**src/rtl/store_unit.sv**
```systemverilog
// rtl/store_unit.sv - memory-stage store sequencer issuing byte/half/word stores as word-aligned beats
// Optional feature macro: STORE_MISALIGNED_EN (split word-crossing stores into two beats).
module store_unit (
  input  logic        clk,
  input  logic        rst,
  input  logic        halt,
  input  logic        req_valid,
  output logic        req_ready,
  input  logic [1:0]  req_size,
  input  logic [31:0] req_addr,
  input  logic [31:0] req_data,
  output logic        mem_valid,
  input  logic        mem_ready,
  output logic [31:0] mem_addr,
  output logic [31:0] mem_wdata,
  output logic [3:0]  mem_be,
  output logic        busy
`ifndef STORE_MISALIGNED_EN
  ,
  output logic        misaligned_exc
`endif
);

  typedef enum logic [1:0] {IDLE, BEAT0, BEAT1} state_t;

  state_t      state, state_next;
  logic        mem_valid_next;
  logic [31:0] mem_addr_next, mem_wdata_next;
  logic [3:0]  mem_be_next;

  logic [1:0]  sh;
  logic [3:0]  mask;
  logic [31:0] data_mask, data_m, wide_lo;
  logic [7:0]  wide_be;
  logic        crossing, final_beat, accept;

  assign sh = req_addr[1:0];

  always_comb begin
    case (req_size)
      2'd0:    mask = 4'h1;
      2'd1:    mask = 4'h3;
      default: mask = 4'hF;
    endcase
  end

  // Mask off unused upper bytes so lanes outside mem_be are always zero.
  assign data_mask = {{8{mask[3]}}, {8{mask[2]}}, {8{mask[1]}}, {8{mask[0]}}};
  assign data_m    = req_data & data_mask;
  assign wide_be   = {4'b0000, mask} << sh;
  assign wide_lo   = data_m << {sh, 3'b000};
  assign crossing  = |wide_be[7:4];

`ifdef STORE_MISALIGNED_EN
  logic [31:0] wide_hi;
  logic [31:0] b1_addr, b1_addr_next, b1_data, b1_data_next;
  logic [3:0]  b1_be, b1_be_next;
  logic        need_b1, need_b1_next;

  // A shift of 32 (sh == 0) yields zero, so aligned stores never need beat 1.
  assign wide_hi    = data_m >> (6'd32 - {1'b0, sh, 3'b000});
  assign final_beat = (state == BEAT0 && !need_b1) || (state == BEAT1);
`else
  logic misaligned_exc_next;

  assign final_beat = (state == BEAT0);
`endif

  assign req_ready = !halt && (state == IDLE || (final_beat && mem_ready));
  assign accept    = req_valid && req_ready;
  assign busy      = (state != IDLE);

  always_comb begin
    state_next     = state;
    mem_valid_next = mem_valid;
    mem_addr_next  = mem_addr;
    mem_wdata_next = mem_wdata;
    mem_be_next    = mem_be;
`ifdef STORE_MISALIGNED_EN
    b1_addr_next   = b1_addr;
    b1_data_next   = b1_data;
    b1_be_next     = b1_be;
    need_b1_next   = need_b1;
`else
    misaligned_exc_next = halt ? misaligned_exc : 1'b0;
`endif
    if (!halt) begin
      case (state)
        BEAT0: begin
          if (mem_ready) begin
`ifdef STORE_MISALIGNED_EN
            if (need_b1) begin
              state_next     = BEAT1;
              mem_addr_next  = b1_addr;
              mem_wdata_next = b1_data;
              mem_be_next    = b1_be;
            end else
`endif
            begin
              state_next     = IDLE;
              mem_valid_next = 1'b0;
            end
          end
        end
`ifdef STORE_MISALIGNED_EN
        BEAT1: begin
          if (mem_ready) begin
            state_next     = IDLE;
            mem_valid_next = 1'b0;
          end
        end
`endif
        default: ;
      endcase

      // An accept overrides the retire path above, giving back-to-back beats.
      if (accept) begin
`ifndef STORE_MISALIGNED_EN
        if (crossing) begin
          state_next          = IDLE;
          mem_valid_next      = 1'b0;
          misaligned_exc_next = 1'b1;
        end else
`endif
        begin
          state_next     = BEAT0;
          mem_valid_next = 1'b1;
          mem_addr_next  = {req_addr[31:2], 2'b00};
          mem_wdata_next = wide_lo;
          mem_be_next    = wide_be[3:0];
`ifdef STORE_MISALIGNED_EN
          need_b1_next   = crossing;
          b1_addr_next   = {req_addr[31:2] + 30'd1, 2'b00};
          b1_data_next   = wide_hi;
          b1_be_next     = wide_be[7:4];
`endif
        end
      end
    end
  end

  always_ff @(posedge clk) begin
    if (rst) begin
      state     <= IDLE;
      mem_valid <= 1'b0;
      mem_addr  <= 32'h0;
      mem_wdata <= 32'h0;
      mem_be    <= 4'h0;
`ifdef STORE_MISALIGNED_EN
      b1_addr   <= 32'h0;
      b1_data   <= 32'h0;
      b1_be     <= 4'h0;
      need_b1   <= 1'b0;
`else
      misaligned_exc <= 1'b0;
`endif
    end else begin
      state     <= state_next;
      mem_valid <= mem_valid_next;
      mem_addr  <= mem_addr_next;
      mem_wdata <= mem_wdata_next;
      mem_be    <= mem_be_next;
`ifdef STORE_MISALIGNED_EN
      b1_addr   <= b1_addr_next;
      b1_data   <= b1_data_next;
      b1_be     <= b1_be_next;
      need_b1   <= need_b1_next;
`else
      misaligned_exc <= misaligned_exc_next;
`endif
    end
  end

endmodule

```
**config.mk**
```make
export PLATFORM = sky130hd
export DESIGN_NAME = store_unit
export DESIGN_NICKNAME = d
export VERILOG_FILES = /design/src/rtl/store_unit.sv
export SDC_FILE = /design/constraint.sdc
export NUM_CORES = 1
export LEC_CHECK = 0
export CORE_UTILIZATION = 45
export DETAILED_ROUTE_END_ITERATION = 10
export PLACE_DENSITY = 0.93
export SLEW_MARGIN = 20
export SYNTH_ARGS = -nofsm -noshare
export SYNTH_HDL_FRONTEND = slang
export SYNTH_SLANG_ARGS = --single-unit
export TNS_END_PERCENT = 100
```
**constraint.sdc**
```tcl
create_clock -name clk -period 4.9 [get_ports clk]
set_input_delay 0.98 -clock clk [delete_from_list [all_inputs] [get_ports clk]]
set_output_delay 0.98 -clock clk [all_outputs]
set_load 0.05 [all_outputs]
```
==> flow_summary_export.csv <==
group,metric,value,unit
placed_design,pre_cts_slack,1.42,ns
route,wl_per_cell,16.9,um
synthesis,synth.ff_latch_count,68,
clock_tree,clock_path_buffers,2,
clock_tree,postCtsSetupRepairBufs,0,
flow_run,timing.max_cap.violations,0,
clock_tree,post_cts.resized_instances,0,
setup_path,cp.depth,4,
floorplan,floorplan.initialDensity,46.2,%
timing,post-route-worst-setup-slack,1.45,ns
power_and_ir_drop,power.switching,424,uW
synthesis,synthesis.area,0.00312,mm2
power_and_ir_drop,clkPwrFrac,33.5,%
timing,slew_violations,0,
floorplan,fp.dieArea,0.00728,mm2
min_path,worst_hold_path.num_cells,2,
clock_tree,clockRootBuffer,"sky130_fd_sc_hd__clkbuf_8",
route,antenna_violating_nets_post_route,0,
power_and_ir_drop,cellLeakagePower,0.00156,uW
placed_design,dp_hpwl,6.74,mm
setup_path,crit_slowest_cell,"sky130_fd_sc_hd__clkdlybuf4s50_1",
setup_path,crit_path_frequent_cell,"sky130_fd_sc_hd__clkdlybuf4s50_1",
route,drc,0,
power_and_ir_drop,cellPowerDensity,293,mW/mm2
timing,slew_headroom,28.5,%
global_route,globalRouteTotalUtil,27.7,%
clock_tree,cts_tree,"yes",
outcome,status,"finished clean",
power_and_ir_drop,netSwitchingFraction,31.0,%
setup_path,rr_worst_depth,5,
clock_tree,h-tree-depth,3,
timing,worst_clock_skew,0.00389,ns
finish,layout-drive-gt1-share,5.42,%
timing,worst-slew-pin-transition,1.07,ns
floorplan,coreArea,0.00676,mm2
route,wirelength,10.1,mm
floorplan,design.portCount,143,
setup_path,crit_path_end_kind,"primary output",
finish,post_layout_nonfiller_instances,597,
setup_path,path_cells,"clkdlybuf4s50_1, nor2b_4, nor2_1, clkdlybuf4s50_1",
global_route,grt_pass1_wl,15.8,mm
synthesis,post_synth_main_area_contributors,"sky130_fd_sc_hd__dfxtp_1 (44%), sky130_fd_sc_hd__a21oi_1 (15%), sky130_fd_sc_hd__o21ai_0 (11%)",
timing,finalSetupViolCount,0,
power_and_ir_drop,power.sequential.fraction,42.8,%
synthesis,syn_avg_cell_area,7.77,um2
timing,timing.hold.ws,0.476,ns
setup_path,crit_required,3.92,ns
placed_design,io_buffers,140,
power_and_ir_drop,internal-power,946,uW
clock_tree,clock_insertion_delay_at_the_later_pin_of_the_skew_report,0.34,ns
synthesis,synth_area_leader_cell,"sky130_fd_sc_hd__dfxtp_1",
route,route.vias.total,3516,
timing,fin_setup_tns,0,ns
synthesis,synthDominantCellAreaShare,43.6,%
timing,achievable-frequency,0.290,GHz
route,dr.pass1.iters,5,
synthesis,synth_warnings,0,
route,drt_first_iter_violations,216,
power_and_ir_drop,worst_ir_drop_vdd,172,uV
power_and_ir_drop,comb_power_share,23.7,%
min_path,hold_class,"reg -> reg",
setup_path,critical_path.max_fanout,5,
timing,fin_crit_sh,70.4,%
finish,finalInstanceArea,0.00467,mm2
clock_tree,clock_sinks,68,
finish,antenna_cells,0,
timing,rsz0062_at_grt,"no",
setup_path,critPathMaxStageDelay,0.82,ns
setup_path,setup.worst_path.start_class,"input pin",
timing,report.final.hold_viol_count,0,
setup_path,cp_top_delay_family,"buffers and inverters",
finish,syn_to_final_growth,49.6,%
clock_tree,hold_buffers,0,
floorplan,std_cell_rows,30,
setup_path,crit_buf_inv,2,
placed_design,gp_routability_congestion,0.945,
floorplan,die_h,85.3,um
placed_design,placedInstanceArea,0.00447,mm2
setup_path,r2r_slack,3.02,ns
timing,period_needed,3.45,ns
global_route,grt-ovfl-total,0,
global_route,antenna_found_initial,0,
clock_tree,cts_made_buffers,9,
setup_path,crit_type,"in -> out",
clock_tree,clk_transition_reported_paths,0.07,ns
synthesis,synthCells,402,
finish,num-nets-final,583,
route,detail_route.vias_per_cell,5.89,
placed_design,dp.cells,581,
global_route,vias_in_the_first_global_route,3245,
synthesis,ys_types,29,
global_route,grt_start_max_net_pins,69,
setup_path,arrival_worst_endpoint,2.47,ns
synthesis,seq_area_frac_synth,43.6,%
floorplan,die_width,85.3,um
[sequential cells by signal (all words and copies together), names as in the netlist, named ones only]
| signal | count |
|---|---|
| mem_valid | 1 |
| mem_be | 4 |
| mem_wdata | 32 |
| mem_addr | 30 |
[placed cells by master (no fill, tap or decap)]
cell type | netlist | layout
sky130_fd_sc_hd__clkbuf_8 | 0 | 10
sky130_fd_sc_hd__o21ai_1 | 1 | 1
sky130_fd_sc_hd__clkinvlp_4 | 0 | 2
sky130_fd_sc_hd__a21oi_1 | 92 | 92
sky130_fd_sc_hd__clkinv_2 | 0 | 2
sky130_fd_sc_hd__nand3_1 | 32 | 32
sky130_fd_sc_hd__nor2b_4 | 1 | 1
sky130_fd_sc_hd__conb_1 | 1 | 2
sky130_fd_sc_hd__nand4b_1 | 8 | 8
sky130_fd_sc_hd__nor3_1 | 1 | 1
sky130_fd_sc_hd__nand3b_1 | 8 | 8
sky130_fd_sc_hd__nand2b_1 | 1 | 1
sky130_fd_sc_hd__mux2i_1 | 8 | 8
sky130_fd_sc_hd__or4_1 | 1 | 1
sky130_fd_sc_hd__clkdlybuf4s50_1 | 0 | 139
sky130_fd_sc_hd__nor2_1 | 12 | 12
sky130_fd_sc_hd__inv_1 | 1 | 1
sky130_fd_sc_hd__dfxtp_1 | 68 | 68
sky130_fd_sc_hd__nand2_1 | 27 | 27
sky130_fd_sc_hd__and2_2 | 0 | 1
sky130_fd_sc_hd__nor3b_2 | 1 | 2
sky130_fd_sc_hd__o21ai_0 | 67 | 67
sky130_fd_sc_hd__a22oi_1 | 1 | 1
sky130_fd_sc_hd__bufinv_16 | 0 | 1
sky130_fd_sc_hd__a211oi_1 | 17 | 17
sky130_fd_sc_hd__buf_4 | 4 | 7
sky130_fd_sc_hd__a311oi_1 | 1 | 1
sky130_fd_sc_hd__clkinv_4 | 0 | 1
sky130_fd_sc_hd__nor2_4 | 1 | 1
sky130_fd_sc_hd__nor4bb_1 | 1 | 1
sky130_fd_sc_hd__or3b_1 | 1 | 1
[worst register-to-register path, stage by stage, from the launching register on]
cell and delay, ns:
sky130_fd_sc_hd__dfxtp_1 0.33, sky130_fd_sc_hd__nor2b_4 0.15, sky130_fd_sc_hd__or3b_1 0.34, sky130_fd_sc_hd__buf_4 0.28, sky130_fd_sc_hd__or4_1 0.55, sky130_fd_sc_hd__a21oi_1 0.14
[layout make-up]
type / instances / area (um2)
clock inverters: 6 / 63.8
fillers: 555 / 2080
inverters: 1 / 3.75
clock buffers: 10 / 138
repair buffers: 146 / 1440
multi-input cells: 286 / 1560
flip-flops and latches: 68 / 1360
well taps: 80 / 100
[kinds of logic (layout without fill, tap and decap cells)]
group                  after synthesis  count (layout)  synth area share, %
other                                1               2                0.120
buffers and inverters               49             163                 6.69
AOI/OAI and AO/OA                  179             179                 30.2
muxes                                8               8                 2.56
DFF                                 68              68                 43.6
and+or+nand+nor                     97              97                 16.8
[worst paths after layout]
path,from,to
setup / recovery,mem_ready,req_ready
hold / removal,mem_addr[21]$_SDFFE_PP0P_,mem_addr[21]$_SDFFE_PP0P_
setup reg to reg,mem_valid$_SDFFE_PP0P_,mem_be[1]$_SDFFE_PP0P_
hold reg to reg,mem_addr[21]$_SDFFE_PP0P_,mem_addr[21]$_SDFFE_PP0P_
[power by group through the flow]
stage	clock [uW]	sequential, uW	combinational (uW)
after global routing	494	588	344
after CTS	469	586	323
after floorplan	0	674	114
after global placement	0	597	317
after detailed placement	0	598	322
final	459	586	325
[metal layers]
metal	share of wire (%)	vias up	routed length [um]	global-route usage, %
met5	0	-	0	0
met2	50	172	5030	48.1
met1	41	1663	4100	34.3
li1	-	1661	-	-
met4	2.4	0	240	9.70
met3	7.1	20	721	5.16
[synthesized netlist by cell type, drive strengths merged]
cell type,count
clkbuf,32
nor4bb,1
mux2i,8
or3b,1
buf,16
nand2b,1
nand4b,8
nand2,27
nor2b,1
nor3b,2
a211oi,17
o21ai,68
nand3,32
a21oi,92
and2,1
nor2,13
or4,1
inv,1
a311oi,1
nand3b,8
nor3,1
a22oi,1
dfxtp,68
conb,1
[stage by stage]
stage               total power, uW  utilization (%)
floorplan                       788                -
global placement                914             66.2
CTS                            1380             69.1
global route                   1430             69.2
finish                         1370             69.2
detailed placement              921             66.2
No activity file was read; power rests on OpenSTA's default activity.
